<file path="src/rtl/digit_scan_ctrl_pkg.sv">
// Shared select codes and state encodings for the digit scanner and the digit mux.
// The anode decode lives here so both sides agree on the digit-to-anode mapping.
package digit_scan_ctrl_pkg;

   typedef enum logic [1:0] {
      SEL_NULL = 2'b00,
      SEL_SEC  = 2'b01,
      SEL_TEN  = 2'b10,
      SEL_MIN  = 2'b11
   } sel_e;

   typedef enum logic [1:0] {
      ST_IDLE  = 2'b00,
      ST_SHOW  = 2'b01,
      ST_BLANK = 2'b10
   } state_e;

   // Active-low anodes; NULL (and anything else) leaves every digit dark.
   function automatic logic [2:0] an_decode(input sel_e sel);
      logic [2:0] an;
      an = 3'b111;
      case (sel)
         SEL_SEC: an = 3'b110;
         SEL_TEN: an = 3'b101;
         SEL_MIN: an = 3'b011;
         default: an = 3'b111;
      endcase
      return an;
   endfunction

   function automatic sel_e next_idx(input sel_e idx);
      sel_e nxt;
      case (idx)
         SEL_SEC: nxt = SEL_TEN;
         SEL_TEN: nxt = SEL_MIN;
         default: nxt = SEL_SEC;
      endcase
      return nxt;
   endfunction

endpackage

</file>
<file path="src/rtl/digit_scan_ctrl_prescaler.sv">
// Phase counter for the digit scanner: counts up to a run-time terminal value,
// wraps to zero on terminal count and clears synchronously on demand.
module scan_prescaler #(
   parameter int CNT_W = 10
) (
   input  logic             clk_mux,
   input  logic             rst_mux,
   input  logic             clr_in,
   input  logic [CNT_W-1:0] term_in,
   output logic             tc_out
);

   logic [CNT_W-1:0] cnt_q;
   logic [CNT_W-1:0] cnt_d;

   assign tc_out = (cnt_q == term_in);

   always_comb begin
      cnt_d = cnt_q + 1'b1;
      if (clr_in || tc_out) begin
         cnt_d = '0;
      end
   end

   always_ff @(posedge clk_mux or posedge rst_mux) begin
      if (rst_mux) begin
         cnt_q <= '0;
      end else begin
         cnt_q <= cnt_d;
      end
   end

endmodule

</file>
<file path="src/rtl/digit_scan_ctrl.sv">
// Three-digit multiplexed display scanner: SHOW/BLANK slot sequencing, registered
// digit select, anode enables one cycle behind select, and frame tick.
module digit_scan_ctrl
   import digit_scan_ctrl_pkg::*;
#(
   parameter int SCAN_DIV  = 1000,
   parameter int BLANK_CYC = 16
) (
   input  logic       clk_mux,
   input  logic       rst_mux,
   input  logic       scan_en_in,
   input  logic       lz_en_in,
   input  logic [3:0] min_digit_in,
   output logic [1:0] sel_out,
   output logic [2:0] an_out,
   output logic       frame_tick_out
);

   localparam int CNT_MAX = (SCAN_DIV > BLANK_CYC) ? SCAN_DIV : BLANK_CYC;
   localparam int CNT_W   = (CNT_MAX > 1) ? $clog2(CNT_MAX) : 1;

   state_e           state_q, state_d;
   sel_e             idx_q, idx_d;
   sel_e             sel_q, sel_d;
   logic [2:0]       an_q, an_d;
   logic             tick_q, tick_d;
   logic             sup_q, sup_d;
   logic             cnt_clr;
   logic             cnt_tc;
   logic [CNT_W-1:0] cnt_term;

   assign cnt_clr  = !scan_en_in || (state_q == ST_IDLE);
   assign cnt_term = (state_q == ST_BLANK) ? CNT_W'(BLANK_CYC - 1) : CNT_W'(SCAN_DIV - 1);

   scan_prescaler #(
      .CNT_W (CNT_W)
   ) u_prescaler (
      .clk_mux (clk_mux),
      .rst_mux (rst_mux),
      .clr_in  (cnt_clr),
      .term_in (cnt_term),
      .tc_out  (cnt_tc)
   );

   always_comb begin
      state_d = state_q;
      idx_d   = idx_q;
      tick_d  = 1'b0;
      sup_d   = sup_q;
      if (!scan_en_in) begin
         state_d = ST_IDLE;
         idx_d   = SEL_SEC;
      end else begin
         case (state_q)
            ST_IDLE: begin
               state_d = ST_SHOW;
               idx_d   = SEL_SEC;
            end
            ST_SHOW: begin
               if (cnt_tc) state_d = ST_BLANK;
            end
            ST_BLANK: begin
               if (cnt_tc) begin
                  state_d = ST_SHOW;
                  idx_d   = next_idx(idx_q);
                  tick_d  = (idx_q == SEL_MIN);
                  // Blanking decision is frozen at MIN slot entry so the slot is all-or-nothing.
                  if (idx_q == SEL_TEN) sup_d = lz_en_in && (min_digit_in == 4'd0);
               end
            end
            default: begin
               state_d = ST_IDLE;
               idx_d   = SEL_SEC;
            end
         endcase
      end

      sel_d = (state_d == ST_SHOW) ? idx_d : SEL_NULL;

      // Anodes follow the select one cycle later, matching the registered digit mux.
      an_d = an_decode(sel_q);
      if (sup_q) an_d[2] = 1'b1;
   end

   always_ff @(posedge clk_mux or posedge rst_mux) begin
      if (rst_mux) begin
         state_q <= ST_IDLE;
         idx_q   <= SEL_SEC;
         sel_q   <= SEL_NULL;
         an_q    <= 3'b111;
         tick_q  <= 1'b0;
         sup_q   <= 1'b0;
      end else begin
         state_q <= state_d;
         idx_q   <= idx_d;
         sel_q   <= sel_d;
         an_q    <= an_d;
         tick_q  <= tick_d;
         sup_q   <= sup_d;
      end
   end

   assign sel_out        = sel_q;
   assign an_out         = an_q;
   assign frame_tick_out = tick_q;

endmodule

</file>
<file path="config.mk">
export PLATFORM = sky130hd
export DESIGN_NAME = digit_scan_ctrl
export DESIGN_NICKNAME = d
export VERILOG_FILES = /design/src/rtl/digit_scan_ctrl_pkg.sv /design/src/rtl/digit_scan_ctrl_prescaler.sv /design/src/rtl/digit_scan_ctrl.sv
export SDC_FILE = /design/constraint.sdc
export NUM_CORES = 1
export LEC_CHECK = 0
export BUFFER_PORTS_ARGS = -buffer_cell sky130_fd_sc_hd__buf_4
export CAP_MARGIN = 25
export CORE_MARGIN = 4
export CORE_UTILIZATION = 50
export CTS_BUF_LIST = sky130_fd_sc_hd__clkbuf_16
export DETAILED_ROUTE_END_ITERATION = 8
export GPL_TIMING_DRIVEN = 1
export MAX_ROUTING_LAYER = met4
export PLACE_DENSITY = 0.75
export SYNTH_ARGS = -nofsm -noshare
export SYNTH_HDL_FRONTEND = slang
export SYNTH_SLANG_ARGS = --single-unit
</file>
<file path="constraint.sdc">
create_clock -name clk_mux -period 5.5 [get_ports clk_mux]
set_clock_uncertainty 0.1 [all_clocks]
set_input_delay 0.275 -clock clk_mux [delete_from_list [all_inputs] [get_ports clk_mux]]
set_output_delay 0.275 -clock clk_mux [all_outputs]
set_load 0.05 [all_outputs]
</file>
# [After elaboration in Yosys (flattened, before gate mapping)]
# Cells that the tools add are included.
[op_classes] addsub=1 n_eq_ne=10 muxes=16 n_reduce_logical=7
[op_table] op="two-way mux 10 bit" n=2
[op_table] op="two-way mux 2 bit" n=6
[op_table] op="adder 10 x 1 -> 10 bit (second input constant)" n=1
[op_table] op="== test 10 bit" n=1
[op_table] op="== test 2 bit (second input constant)" n=5
[op_table] op="case mux 3 bit (3 select lines)" n=1
[op_table] op="== test 2 x 1 -> 1 bit (second input constant)" n=4
[op_table] op="case mux 2 bit (2 select lines)" n=2
[op_table] op="case mux 2 bit (3 select lines)" n=1
[op_table] op="zero test 4 bit" n=1
[op_table] op="two-way mux 1 bit" n=4
[op_table] op="AND reduction 4 bit" n=1
[op_table] op="zero test 2 bit" n=1
[op_table] op="logical OR 1 bit" n=2
[op_table] op="logical AND 1 bit" n=1
[op_table] op="zero test 1 bit" n=1
[totals] regBits=21 inputBits=8 output_inout_bits=6

# [Longest topological paths before layout]
# Gate-level depths: netlist of run 1.
[depth] ltp_word=8 ltp_mapped=7

# [By module]
# A second synthesis of run 1 with hierarchy kept.
[hier_totals] cells_unflattened=109 area_unflattened_um2=1199.9
[by_module_without_submodules] module="digit_scan_ctrl" instances=1 cells_each=55 area_each_um2=629.4 seq_area_each_um2=280.3
[by_module_without_submodules] module="scan_prescaler" instances=1 cells_each=54 area_each_um2=570.5 seq_area_each_um2=250.2

# [Worst setup path before layout of run 1]
# No wires, ideal clock.
[synth_timing] kind="reg-to-reg" from="register state_q[0]" to="register sel_q[1], in the netlist sel_out[1]" setup_ns=0.138 arrival_time_ns=2.121 setup_slack_ns=3.141 path_stages_with_launch=8 path_buffers=0 synth_period_minus_slack_ns=2.359 path_cell_list="dfrtp_1 inv_1 ha_1 or4b_4 a211oi_4 nor2_1 o41ai_2 nor2b_1"
[synth_via] elab_chain_len=8
[synth_rtl] element="start, declared" line_no="digit_scan_ctrl.sv:22" rtl="state_e state_q, state_d;"
[synth_rtl] element="start signal, assigned" line_no="digit_scan_ctrl.sv:94" rtl="state_q <= state_d;"
[synth_rtl] element="== test 2 bit" line_no="digit_scan_ctrl.sv:33, digit_scan_ctrl.sv:54"
[synth_rtl] element="two-way mux 10 bit" line_no="digit_scan_ctrl.sv:33" rtl="assign cnt_term = (state_q == ST_BLANK) ? CNT_W'(BLANK_CYC - 1) : CNT_W'(SCAN_DIV - 1);"
[synth_rtl] element="== test 10 bit" line_no="digit_scan_ctrl_prescaler.sv:16" rtl="assign tc_out = (cnt_q == term_in);"
[synth_rtl] element="two-way mux 2 bit (on tied branches)" line_no="digit_scan_ctrl.sv:63, digit_scan_ctrl.sv:60"
[synth_rtl] element="case mux 2 bit (3 select lines)" line_no="digit_scan_ctrl.sv:54" rtl="case (state_q)"
[synth_rtl] element="two-way mux 2 bit" line_no="digit_scan_ctrl.sv:50" rtl="if (!scan_en_in) begin"
[synth_rtl] element="== test 2 x 1 -> 1 bit" line_no="digit_scan_ctrl.sv:78" rtl="sel_d = (state_d == ST_SHOW) ? idx_d : SEL_NULL;"
[synth_rtl] element="two-way mux 2 bit (*)" line_no="digit_scan_ctrl.sv:78"
[synth_rtl] element="named net sel_d[1]" line_no="digit_scan_ctrl.sv:24" rtl="sel_e sel_q, sel_d;"
[synth_rtl] element="end signal, assigned" line_no="digit_scan_ctrl.sv:96" rtl="sel_q <= sel_d;"
[synth_rtl] element="end, declared" line_no="digit_scan_ctrl.sv:24"
# Mark *: on every way through the listed nets, which the timed path passes. The rest lies on a longest branch.
# A chain may end at the register's enable or synchronous reset.

# [Worst setup path in the final report of run 1]
# Ends and elaborated chain as after synthesis.

==> flow_summary.json, run 1 <==
{
  "status": "finished clean",
  "crit_buf_inv": 1,
  "final.min_clock_period_ps": 2600,
  "grt-ovfl-total": 0,
  "worstSetupStartpoint": "state_q[0]$_DFF_PP0_",
  "end_kind": "flop",
  "cts_tree": "done",
  "ios": 14,
  "coreArea_mm2": 0.00198,
  "fmax_ghz": 0.384,
  "layout-drive-gt1-share_pct": 26.5,
  "cp_max_fo": 9,
  "synthSimpleGateAreaFrac_pct": 22.5,
  "p_leak_nw": 0.566,
  "yosys_warnings": 0,
  "clkSlewWorstSetupHoldPaths_ps": 60,
  "final_antenna_net_count": 0,
  "critPathArrivalTime_ps": 2620,
  "synth_xor_area_share_pct": 6.60,
  "fin_nets": 130,
  "dr.pass1.iters": 4,
  "netlist_instances": 97,
  "drt_wl_total_um": 1890,
  "port_buffers": 13,
  "ys_seq_area_share_pct": 49.9,
  "synth_area_per_cell_um2": 11.0,
  "cp.depth": 7,
  "hp-class": "input port to async pin",
  "postCtsHoldBufs": 0,
  "initial_core_util_pct": 53.6,
  "holdWs_ps": 77.7,
  "crit_type": "flop to flop",
  "crit_path_end": "sel_out[1]$_DFF_PP0_",
  "wl_per_cell_um": 13.5,
  "cts_resized": 0,
  "gp_congestion": 0.810,
  "synthMuxAreaShare_pct": 1.88,
  "maxSlewViolCount": 0,
  "timing.final.ws_setup_ps": 2900,
  "htree_levels": 1,
  "worst_pin_slew_ps": 794,
  "area_delta_synth_final_pct": 19.4,
  "tns_ps": 0,
  "r2r-start": "state_q[0]$_DFF_PP0_",
  "grt_pass1_vias": 726,
  "hold_viol_final": 0,
  "antenna_cells": 0,
  "cts-root-buf": "clkbuf_16",
  "grtUsageTotal_pct": 16.2,
  "synth_nets": 113,
  "setup_violations": 0,
  "yosys.area.top_type": "dfrtp_1",
  "cts_buffers": 3,
  "post_cts_buffers": 0,
  "ys_async_sr_fraction_pct": 100,
  "place.detailed.hpwl_um": 1390,
  "ir_drop_mv": 0.175,
  "route.detailed.drc": 0,
  "synth_ff_type": "dfrtp_1",
  "antenna_found_initial": 0,
  "synth_top_family_by_area": "simple AND/OR/NAND/NOR gates",
  "slowest_delay_ps": 520,
  "clk_latency_ps": 250,
  "grt_max_degree": 22,
  "synth_edf_count": 0,
  "r2r.worst_path.cells": 7,
  "cp_cell_sequence": "inv_1 > ha_1 > or4b_4 > a211oi_4 > nor2_1 > o41ai_2 > nor2b_1",
  "synth-compound-area-share_pct": 6.36,
  "final_util_pct": 64.0,
  "num_vias": 716,
  "cp_data_required_time_ps": 5510,
  "synth_cell_types": 29,
  "clock_sinks": 21,
  "rrSetupSlack_ps": 2900,
  "startpoint_type": "flop",
  "worstReg2RegEnd": "sel_out[1]$_DFF_PP0_",
  "rsz0062_at_grt": "false",
  "finalCritPeriodShare_pct": 47.3,
  "max_cap_viol_count": 0,
  "die_w_um": 54.1,
  "cts_buffer_depth": 2,
  "num_rows": 16,
  "vias_per_cell": 5.11,
  "critical-path-top-delay-family": "compound AO/OA/AOI/OAI gates",
  "power_density_mw_per_mm2": 262,
  "drtIter0Drc": 8,
  "slew_headroom_pct": 47.0,
  "synth_area_mm2": 0.00106,
  "pre_cts_ws_ps": 2900,
  "synth_fa_ha_area_share_pct": 9.42,
  "yosysTopAreaCellShare_pct": 40.0,
  "ys_top_cells_by_area": "dfrtp_1, dfstp_2, ha_1, nor2_1, xnor2_1",
  "ys_ff_latch": 21,
  "critPathSlowestCell": "or4b_4",
  "die_h_um": 54.1,
  "die-area_mm2": 0.00293,
  "grt_pass1_wl_um": 3190
}
==> worst min-delay path by stage <==
stage	endpoint	cells past startpoint
2_1_floorplan	frame_tick_out$_DFF_PP0_	1
3_3_place_gp	sup_q$_DFFE_PP0P_	2
3_5_place_dp	an_out[0]$_DFF_PP1_	1
4_1_cts	frame_tick_out$_DFF_PP0_	2
5_1_grt	u_prescaler.cnt_q[4]$_DFF_PP0_	2
6_report	u_prescaler.cnt_q[2]$_DFF_PP0_	2
==> stage by stage <==
step                total power [mW]  instances  area, um2
finish                         0.333        140       1270
global route                   0.347        140       1270
global placement               0.183        136       1190
detailed placement             0.184        136       1190
CTS                            0.337        140       1270
floorplan                      0.176         97       1060
==> cells in the mapped netlist (2+ instances only) <==
| cell | instances |
|---|---|
| nor2_1 | 13 |
| or3_2 | 2 |
| nand2_1 | 8 |
| dfstp_2 | 4 |
| dfrtp_1 | 17 |
| mux2i_1 | 2 |
| nor4_1 | 3 |
| inv_1 | 8 |
| xnor2_1 | 5 |
| xor2_1 | 3 |
| ha_1 | 8 |
| nand2b_1 | 2 |
| nand3b_1 | 2 |
| nand3_1 | 4 |
| nand4_1 | 2 |
==> cells in the final DEF (no fill, tap or decap), types with 3 or more instances in the layout <==
master	synthesis	final
nor2_1	13	13
nor4_1	3	3
dfstp_2	4	4
nand3_1	4	4
inv_1	8	8
nand2_1	8	8
buf_4	0	13
ha_1	8	8
xor2_1	3	3
clkbuf_16	0	3
dfrtp_1	17	17
xnor2_1	5	5
==> kinds of logic (layout without fill, tap and decap cells) <==
group | Yosys count | after routing
flops | 21 | 21
simple gates | 43 | 43
buf+inv | 9 | 25
xor+xnor | 8 | 8
mux | 2 | 2
compound gates | 6 | 6
fa+ha+maj | 8 | 8
==> per-layer routing <==
| metal | global-route usage (%) | wire (um) |
|---|---|---|
| met1 | 18.4 | 811 |
| met2 | 26.6 | 993 |
| met3 | 3.88 | 72 |
| met4 | 7.88 | 14 |
| met5 | - | 0 |
==> report_power, final <==
| group | switching [mW] | internal (mW) | leakage, nW |
|---|---|---|---|
| Clock | 0.0542 | 0.0975 | 0.0409 |
| Combinational | 0.0130 | 0.00859 | 0.251 |
| Sequential | 0.00189 | 0.158 | 0.274 |
==> flip-flops by register name, summed over array words and instances, names as in the netlist <==
| signal | count |
|---|---|
| sup_q | 1 |
| sel_out | 2 |
| state_q | 2 |
| frame_tick_out | 1 |
| u_prescaler.cnt_q | 10 |
| an_out | 3 |
| idx_q | 2 |
==> layout make-up <==
cell class                 instances  area [um2]
fill                             156         713
sequential                        21         531
multi-input combinational         67         497
timing repair buffer              13        97.6
clock buffer                       3        75.1
tap                               27        33.8
inverter                           8        30.0
clock inverter                     1        5.00
(Power assumes the default switching activity.)
==> run 2: changes to the inputs <==
--- a/config.mk
+++ b/config.mk
@@ -13,7 +13,7 @@
 export DETAILED_ROUTE_END_ITERATION = 8
 export GPL_TIMING_DRIVEN = 1
 export MAX_ROUTING_LAYER = met4
-export PLACE_DENSITY = 0.75
+export PLACE_DENSITY = 0.77
 export SYNTH_ARGS = -nofsm -noshare
 export SYNTH_HDL_FRONTEND = slang
 export SYNTH_SLANG_ARGS = --single-unit
==> constraint.sdc (replaced) <==
create_clock -name clk_mux -period 2.2 [get_ports clk_mux]
set_clock_uncertainty 0.1 [all_clocks]
set_input_delay 0.11 -clock clk_mux [delete_from_list [all_inputs] [get_ports clk_mux]]
set_output_delay 0.11 -clock clk_mux [all_outputs]
set_load 0.05 [all_outputs]
==> run 2 against run 1 <==
Compared with the run above:
- the run now ends with setup timing left
- clock power rose by 150%
- largest cell class is now multi-input combinational cells
- design area is 14% higher
- non-clock buffer count increased by 14
==> flow_summary.json, run 2 (synthesized netlist as in run 1, its figures left out) <==
{
  "grtUsageTotal_pct": 17.2,
  "initial_core_util_pct": 53.6,
  "hp-class": "input port to flop",
  "critPathSlowestCell": "or4b_4",
  "area_delta_synth_final_pct": 36.4,
  "dr.pass1.iters": 4,
  "p_sw_uw": 178,
  "hold_depth": 3,
  "regArea_um2": 531,
  "final_common_cell": "buf_4",
  "rrSetupSlack_ps": -20,
  "clkSlewWorstSetupHoldPaths_ps": 60,
  "ir_drop_mv": 0.520,
  "drtIter0Drc": 14,
  "slowest_delay_ps": 490,
  "timing.final.ws_setup_ps": -15.3,
  "clk_latency_ps": 250,
  "r2r.worst_path.cells": 7,
  "hold_viol_final": 0,
  "final.min_clock_period_ps": 2220,
  "ios": 14,
  "power_density_mw_per_mm2": 582,
  "route.detailed.drc": 0,
  "cp_cell_sequence": "ha_4 > or4b_4 > a211oi_4 > buf_6 > mux2i_1 > a221o_1 > nor2b_4",
  "p_leak_nw": 0.651,
  "startpoint_type": "flop",
  "pre_cts_ws_ps": -72.5,
  "cts_buffers": 3,
  "grt_max_degree": 22,
  "p_total_uw": 844,
  "max_cap_viol_count": 0,
  "coreArea_mm2": 0.00198,
  "largest_reg_flops": 10,
  "die-area_mm2": 0.00293,
  "cp_max_fo": 7,
  "power.share.sequential_pct": 47.3,
  "drt_wl_total_um": 2220,
  "htree_levels": 1,
  "die_h_um": 54.1,
  "end_kind": "flop",
  "cp_data_required_time_ps": 2240,
  "fin_nets": 144,
  "fmax_ghz": 0.451,
  "violations": "setup timing",
  "cts_tree": "done",
  "switching_share_pct": 21.1,
  "critical-path-top-delay-family": "simple AND/OR/NAND/NOR gates",
  "vias_per_cell": 5.34,
  "grt-ovfl-total": 0,
  "cp.depth": 7,
  "final_antenna_net_count": 0,
  "cts-root-buf": "clkbuf_16",
  "num_vias": 823,
  "place.detailed.hpwl_um": 1520,
  "antenna_found_initial": 0,
  "slew_headroom_pct": 48.5,
  "wl_per_cell_um": 14.4,
  "fill_cells": 119,
  "largest-register": "u_prescaler.cnt_q",
  "status": "finished with violations",
  "antenna_cells": 0,
  "crit_type": "flop to flop",
  "layout-drive-gt1-share_pct": 37.0,
  "port_buffers": 13,
  "clock_sinks": 21,
  "finalCritPeriodShare_pct": 101,
  "gp_congestion": 0.845,
  "combinationalPowerShare_pct": 8.1,
  "internal-power_uw": 666,
  "worst_pin_slew_ps": 772,
  "rsz0062_at_grt": "true",
  "tns_ps": -15.3,
  "place_inst": 147,
  "fin_cells": 154,
  "critPathArrivalTime_ps": 2250,
  "p_clk_share_pct": 44.6,
  "maxSlewViolCount": 0,
  "grt_pass1_vias": 761,
  "cts_buffer_depth": 2,
  "setup_violations": 1,
  "die_w_um": 54.1,
  "crit_buf_inv": 1,
  "grt_pass1_wl_um": 3390,
  "multi_input_area_um2": 567,
  "layout_common_cells": "buf_4, dfrtp_1, nor2_1",
  "num_rows": 16
}
run 2: cell type report:
cell class	count	area share [%]
multi-input cells	67	39.1
repair buffers	27	14.4
well taps	27	2.33
clock buffers	3	5.18
inverters	8	2.07
flip-flops and latches	21	36.6
clock inverters	1	0.259
run 2: power groups by stage:
stage / logic [mW] / registers [mW] / clock network (mW)
3_5_place_dp: 0.0606 / 0.405 / 0
5_1_grt: 0.0737 / 0.399 / 0.403
6_report: 0.0685 / 0.399 / 0.376
3_3_place_gp: 0.0586 / 0.405 / 0
4_1_cts: 0.0626 / 0.399 / 0.388
2_1_floorplan: 0.0264 / 0.414 / 0
run 2: routing by layer:
layer | vias to the layer above | part of all wire (%) | GRT usage, %
li1 | 386 | - | -
met2 | 27 | 49 | 26.4
met1 | 403 | 43 | 21.9
met4 | 0 | 2.9 | 8.71
met3 | 7 | 5.0 | 2.49
met5 | - | 0 | -
run 2: worst min-delay path: cells and delay by family:
kind / cells / cell delay (ps)
buf+inv: 1 / 110
simple gates: 1 / 40
compound gates: 1 / 60
run 2: what timing repair did:
item | CTS | global route
setup buffers | 1 | 1
hold buffers | 1 | 0
hold endpoints to repair | 17 | 0
pin swaps | 1 | 3
endpoints found under the setup margin | 3 | 3
gates resized for setup | 1 | 8
run 2: through the flow:
stage | area [um2] | utilization (%) | hold WS [ps]
CTS | 1390 | 69.9 | 12.7
finish | 1450 | 73.1 | 11.8
global route | 1450 | 73.1 | 46.6
global placement | 1280 | 64.8 | 189
detailed placement | 1280 | 64.8 | 199
floorplan | 1070 | - | -16.4
run 2: path summary, 6_finish.rpt:
path / startpoint / to
min in group asynchronous: rst_mux / state_q[1]$_DFF_PP0_
max: state_q[1]$_DFF_PP0_ / sel_out[0]$_DFF_PP0_
min reg2reg: sel_out[1]$_DFF_PP0_ / an_out[1]$_DFF_PP1_
max reg2reg: state_q[1]$_DFF_PP0_ / sel_out[0]$_DFF_PP0_
max in group asynchronous: rst_mux / u_prescaler.cnt_q[5]$_DFF_PP0_
min: lz_en_in / sup_q$_DFFE_PP0P_
